===== config.mk =====
export PLATFORM = sky130hd
export DESIGN_NAME = adder_reg
export DESIGN_NICKNAME = d
export VERILOG_FILES = /design/src/rtl/adder_reg_pkg.sv /design/src/rtl/adder_reg_cla_block.sv /design/src/rtl/adder_reg.sv
export SDC_FILE = /design/constraint.sdc
export NUM_CORES = 1
export LEC_CHECK = 0
export ABC_AREA = 1
export CAP_MARGIN = 10
export CORE_MARGIN = 3
export CORE_UTILIZATION = 33
export DETAILED_ROUTE_END_ITERATION = 16
export DONT_BUFFER_PORTS = 1
export SLEW_MARGIN = 20
export SYNTH_ARGS = -nofsm -noshare
export SYNTH_HDL_FRONTEND = slang
export SYNTH_HIERARCHICAL = 1
export SYNTH_SLANG_ARGS = --single-unit
export TNS_END_PERCENT = 50

===== constraint.sdc =====
create_clock -name clk -period 3.45 [get_ports clk]
set_input_delay 0.69 -clock clk [delete_from_list [all_inputs] [get_ports clk]]
set_output_delay 0.69 -clock clk [all_outputs]
set_load 0.05 [all_outputs]

===== src/rtl/adder_reg_pkg.sv =====
// Shared constants for the registered block carry-lookahead adder.
// Default widths plus the block-count helper used by the top level.
package adder_reg_pkg;

    localparam int unsigned ADDER_N_DEFAULT     = 21;
    localparam int unsigned ADDER_BLOCK_DEFAULT = 4;

    function automatic int unsigned num_blocks(input int unsigned n, input int unsigned blk);
        return (n + blk - 1) / blk;
    endfunction

endpackage


===== src/rtl/adder_reg_cla_block.sv =====
// One carry-lookahead block: lookahead internal carries from cin, plus
// block generate/propagate; W may be narrower for the partial last block.
module cla_block #(
    parameter int unsigned W = 4
) (
    input  logic [W-1:0] a,
    input  logic [W-1:0] b,
    input  logic         cin,
    output logic [W-1:0] s,
    output logic         blk_g,
    output logic         blk_p,
    output logic         cout
);

    logic [W-1:0] g;
    logic [W-1:0] p;
    logic [W:0]   c;
    logic         gen_acc;
    logic         prop_acc;

    assign g = a & b;
    assign p = a ^ b;

    // Each carry is a flat sum of products over g/p below it, not a ripple.
    always_comb begin
        c        = '0;
        gen_acc  = 1'b0;
        prop_acc = 1'b0;
        c[0]     = cin;
        for (int unsigned i = 0; i < W; i++) begin
            gen_acc  = g[i];
            prop_acc = p[i];
            for (int unsigned k = 0; k < i; k++) begin
                gen_acc  = gen_acc | (prop_acc & g[i-1-k]);
                prop_acc = prop_acc & p[i-1-k];
            end
            c[i+1] = gen_acc | (prop_acc & cin);
        end
    end

    always_comb begin
        blk_g    = 1'b0;
        blk_p    = 1'b1;
        for (int unsigned i = 0; i < W; i++) begin
            blk_g = g[i] | (p[i] & blk_g);
            blk_p = blk_p & p[i];
        end
    end

    assign s    = p ^ c[W-1:0];
    assign cout = c[W];

endmodule


===== src/rtl/adder_reg.sv =====
// N-bit unsigned modular adder, block carry-lookahead with rippled block
// carries, {cout, sum} registered with one cycle of latency.
module adder_reg
    import adder_reg_pkg::*;
#(
    parameter int unsigned N     = ADDER_N_DEFAULT,
    parameter int unsigned BLOCK = ADDER_BLOCK_DEFAULT
) (
    input  logic         clk,
    input  logic         rst,
    input  logic [N-1:0] input1,
    input  logic [N-1:0] input2,
    output logic [N-1:0] sum,
    output logic         cout
);

    localparam int unsigned NB = num_blocks(N, BLOCK);

    logic [NB:0]   blk_c;
    logic [NB-1:0] blk_g;
    logic [NB-1:0] blk_p;
    logic [N-1:0]  sum_c;
    logic [N-1:0]  sum_d;
    logic [N-1:0]  sum_q;
    logic          cout_d;
    logic          cout_q;
    logic          unused_blk_gp;

    assign blk_c[0] = 1'b0;

    for (genvar k = 0; k < NB; k++) begin : g_blk
        localparam int unsigned LO = k * BLOCK;
        localparam int unsigned W  = (LO + BLOCK > N) ? (N - LO) : BLOCK;

        cla_block #(
            .W(W)
        ) u_cla (
            .a    (input1[LO +: W]),
            .b    (input2[LO +: W]),
            .cin  (blk_c[k]),
            .s    (sum_c[LO +: W]),
            .blk_g(blk_g[k]),
            .blk_p(blk_p[k]),
            .cout (blk_c[k+1])
        );
    end

    // Block G/P are left for a second-level lookahead; carries ripple via cout.
    assign unused_blk_gp = ^{blk_g, blk_p};

    always_comb begin
        sum_d  = sum_c;
        cout_d = blk_c[NB];
    end

    always_ff @(posedge clk) begin
        if (rst) begin
            sum_q  <= '0;
            cout_q <= 1'b0;
        end else begin
            sum_q  <= sum_d;
            cout_q <= cout_d;
        end
    end

    assign sum  = sum_q;
    assign cout = cout_q;

endmodule


Yosys cells after proc, flatten, opt, wreduce, memory -nomap -nowiden
Cells that the tools add are included.
- add/sub/neg operators: 0
- multiply operators: 0
- div/mod/pow operators: 0
- $lt $le $gt $ge: 0
- equal/unequal tests: 0
- shifts and indexed selects: 0
- muxes and demuxes: 0
- bitwise gates (word level): 139
- reduce and logical (&&, ||, !) cells: 0
- operators with widths (operator ; number):
    1-bit bitwise AND ; 75
    1-bit OR ; 47
    4-bit XOR ; 10
    4-bit bitwise AND ; 5
    1-bit XOR ; 2
- register bits after elaboration: 22
- bits in latches: 0
- bits in writable memories: 0
- bits in read-only memories: 0
- bits of input ports: 44
- output and inout bits: 22
- word-level logic and storage cells: 141
- memories kept: 0

Logic depth before layout (Yosys ltp)
- depth after elaboration: 15
- gate-level depth with buffers: 17
- depth with buffers taken out: 17

By module
Netlist, hierarchy kept.
- by module, submodules not included (module ; instances ; cells an instance ; area an instance (sq um)):
    adder_reg ; 1 ; 69 ; 631.9
    cla_block at g_blk[2].u_cla ... ; 3 ; 33 ; 197.7
    cla_block at g_blk[0].u_cla ... ; 2 ; 37 ; 212.7
    cla_block at g_blk[5].u_cla ; 1 ; 2 ; 32.5

Worst setup path after synthesis
No wires, ideal clock.
- kind: input to register
- start point: input input1[1]
- end point: register sum_q[20] (netlist: sum[20])
- library setup time: 0.064 ns
- arrival: 2.856 ns
- required time: 3.386 ns
- path slack: 0.530 ns
- stages: 16
- buffers on the path: 0
- cells stage by stage: ha_1 -> nand2_1 -> inv_1 -> o21bai_1 -> nand3_1 -> nand2_1 -> nand3_1 -> nand2_1 -> nand3_1 -> nand2_1 -> nand3_1 -> nand2_1 -> nand3_1 -> fa_1 -> inv_1 -> nor2_1
- cells in the longest elaborated chain, start to end: 13
- elaborated cells on any way between the ends: 16
- classes of those cells: bitwise: 16
- RTL lines (item ; line ; source):
    start: declaration ; adder_reg.sv:11 ; input logic [N-1:0] input1,
    4-bit bitwise AND / 4-bit XOR (equally long branches) ; adder_reg_cla_block.sv:21, adder_reg_cla_block.sv:22 ;
    1-bit bitwise AND (on tied branches) ; adder_reg_cla_block.sv:34, adder_reg_cla_block.sv:35 ;
    1-bit OR / 1-bit bitwise AND (equally long branches) ; adder_reg_cla_block.sv:34 ; gen_acc = gen_acc | (prop_acc & g[i-1-k]);
    1-bit OR (*) ; adder_reg_cla_block.sv:34 ;
    named net blk_c[1] ; adder_reg.sv:19 ; logic [NB:0] blk_c;
    1-bit bitwise AND (*) ; adder_reg_cla_block.sv:37 ; c[i+1] = gen_acc | (prop_acc & cin);
    1-bit OR (*) ; adder_reg_cla_block.sv:37 ;
    named net blk_c[2] ; adder_reg.sv:19 ;
    [2 not listed] ; n/a ;
    named net blk_c[3] ; adder_reg.sv:19 ;
    1-bit bitwise AND (*) ; adder_reg_cla_block.sv:37 ;
    1-bit OR (*) ; adder_reg_cla_block.sv:37 ;
    named net blk_c[4] ; adder_reg.sv:19 ;
    1-bit bitwise AND (*) ; adder_reg_cla_block.sv:37 ;
    1-bit OR (*) ; adder_reg_cla_block.sv:37 ;
    named net blk_c[5] ; adder_reg.sv:19 ;
    1-bit XOR (*) ; adder_reg_cla_block.sv:50 ; assign s = p ^ c[W-1:0];
    named net sum_c[20] ; adder_reg.sv:22 ; logic [N-1:0] sum_c;
    end signal: assignment ; adder_reg.sv:61 ; sum_q <= sum_d;
    end: declaration ; adder_reg.sv:24 ; logic [N-1:0] sum_q;
The timed path passes the listed nets; every way through them passes the cells marked *.
A chain may end at the register's enable or synchronous reset.

Worst setup path after layout
Same ends and word-level chain as after synthesis.

==> impl_results.md <==
- Status: completed
- Least-Margin Pin Slew: 0.5028 ns
- N_diodes: 0
- Worst path required time: 3.65 ns
- Initial antenna violation count: 0
- Hold path start: rst
- Clock sink total: 22
- Hold Path Class: primary input to register
- Post-DRT Antenna Nets: 0
- DR iter-0 viols: 26
- Drt total wl: 2999 microns
- Post CTS Setup Buffer Count: 0
- Hold Buf Count CTS: 0
- Mapped Area: 1652 sq um
- Layout Cells excl Fill: 310
- Max IR drop VDD: 0.1531 mV
- Clock Path Buffers: 2
- Element type at the critical path end: register
- Filler cell count: 518
- CP max stage delay: 0.49 ns
- Via density: 4.216
- Die area: 5890 sq um
- Final #Nets: 314
- Max-slew headroom: 66.43%
- Layout area overhead: 7.727%
- Slew Viols, Final: 0
- CTS tree: done
- CTS root buffer: clkbuf_8
- Vias in the first global route: 1233
- Arrival time worst endpoint: 3.06 ns
- First-pass GRT wire length: 5237 microns
- Layout cells sized above 1: 3.704%
- Num CTS Buffers: 3
- Initial Utilization: 34.51%
- Core area: 4786 sq um
- Pin count of the biggest net entering global routing: 23
- All-Layer GR Usage: 10.59%
- Post-DR wirelength/cell: 9.674 microns
- Period utilization: 83.02%
- Mapped Cells: 238
- Max Cap Viol: 0
- Critical path's slowest cell: fa_1
- Via count: 1307
- Crit path time final: 2.864 ns
- Row cnt: 25
- Post-cts sizing count: 0
- GR Overflow Total: 0
- RSZ-0062 raised after global routing: no
- Worst Hold Depth: 1
- Post-route DRC: 0
- Die span in y: 76.75 microns
- Max frequency: 0.3491 GHz
- Worst setup path class: primary input to register
- Leak: 1.025 nW
- Die Wd: 76.75 microns
- Cell Pwr Density: 442.7 nW/um^2
- CP Cell Sequence: ha_1, nand2_1, inv_1, o21bai_1, nand3_1, nand2_1, nand3_1, nand2_1, nand3_1, nand2_1, nand3_1, nand2_1, nand3_1, fa_1, inv_1, nor2_1
- Critical Path Start Type: primary input
- DP Cell Count: 306
- Port Buffers: 0
- Hold path endpoint: sum[19]
- Crit-path max FO: 5
- H-tree depth: 1
- Clk slew on worst S/H paths: 0.08 ns
- # IOs: 66
- Final setup viols: 0
- Fin. Hold Viols: 0
- Post-DP HPWL: 2651 microns
- Synth warn: 6
- Placer Congestion: 0.7898
- Setup TNS Final: 0 ns
- Initial DRT Pass Iterations: 4
- Avg Synthesized Cell Area: 6.939 sq um
-- placed cells by master, fill, tap and decap left out --
| cell type | instances |
|---|---|
| ha_1 | 20 |
| inv_1 | 45 |
| o21bai_1 | 5 |
| nor2_2 | 5 |
| nand4_1 | 5 |
| fa_1 | 6 |
| nand2_1 | 60 |
| nand3_1 | 20 |
| xnor2_1 | 2 |
| dfxtp_1 | 22 |
| nor2_1 | 32 |
| clkbuf_8 | 4 |
| conb_1 | 4 |
| or2_0 | 5 |
| a21oi_1 | 5 |
| xor2_1 | 3 |
-- registers in the layout, summed over array words and instances (netlist names) --
register	cells
sum	21
cout	1
-- how the worst max path moves through the flow --
stage | end | cells after the start | startpoint
after floorplan | sum[20] | 16 | input1[1]
after global placement | sum[20] | 16 | input1[1]
after detailed placement | sum[20] | 16 | input1[1]
after CTS | sum[20] | 16 | input1[1]
after global routing | sum[20] | 16 | input1[1]
final | sum[20] | 16 | input1[1]
-- critical path, delay by kind of cell --
kind | cells | cell delay [ns]
simple gates | 11 | 1.34
fa+ha+maj | 2 | 0.82
buf+inv | 2 | 0.09
compound gates | 1 | 0.12
-- layer usage --
layer	GRT usage [%]	wire length (microns)	vias up	share of wire, %
met5	0	0	-	0
met4	4.348	36	0	1.2
met3	2.113	205	2	6.8
met2	17.77	1369	36	46
met1	13.17	1387	537	46
li1	-	-	732	-
-- report_power, final --
group          total (W)  switching, W  internal [W]
sequential      0.000412      0.000126      0.000286
combinational   0.000195      0.000113     0.0000818
clock           0.000181     0.0000791      0.000102
-- stage by stage --
stage	utilization, %	setup slack (ns)	cell area, sq um	total power [W]	hold WS (ns)
after floorplan	-	0.5861	1663	0.0005856	0.7612
after global routing	37.18	0.2646	1779	0.0008492	0.4783
after detailed placement	36.03	0.2858	1724	0.0006182	0.7661
after global placement	36.03	0.3619	1724	0.0006170	0.7652
final	37.18	0.5859	1779	0.0007877	0.4945
after CTS	37.18	0.5564	1779	0.0007994	0.4865
-- final cells by class --
type | count | area, sq um | share of cell area (%)
Clock buffer | 4 | 55.05 | 3.094
Inverter | 45 | 168.9 | 9.494
Multi-Input combinational cell | 172 | 1031 | 57.95
Sequential cell | 22 | 440.4 | 24.75
Tap cell | 67 | 83.83 | 4.712
No activity file was read; power rests on OpenSTA's default activity.
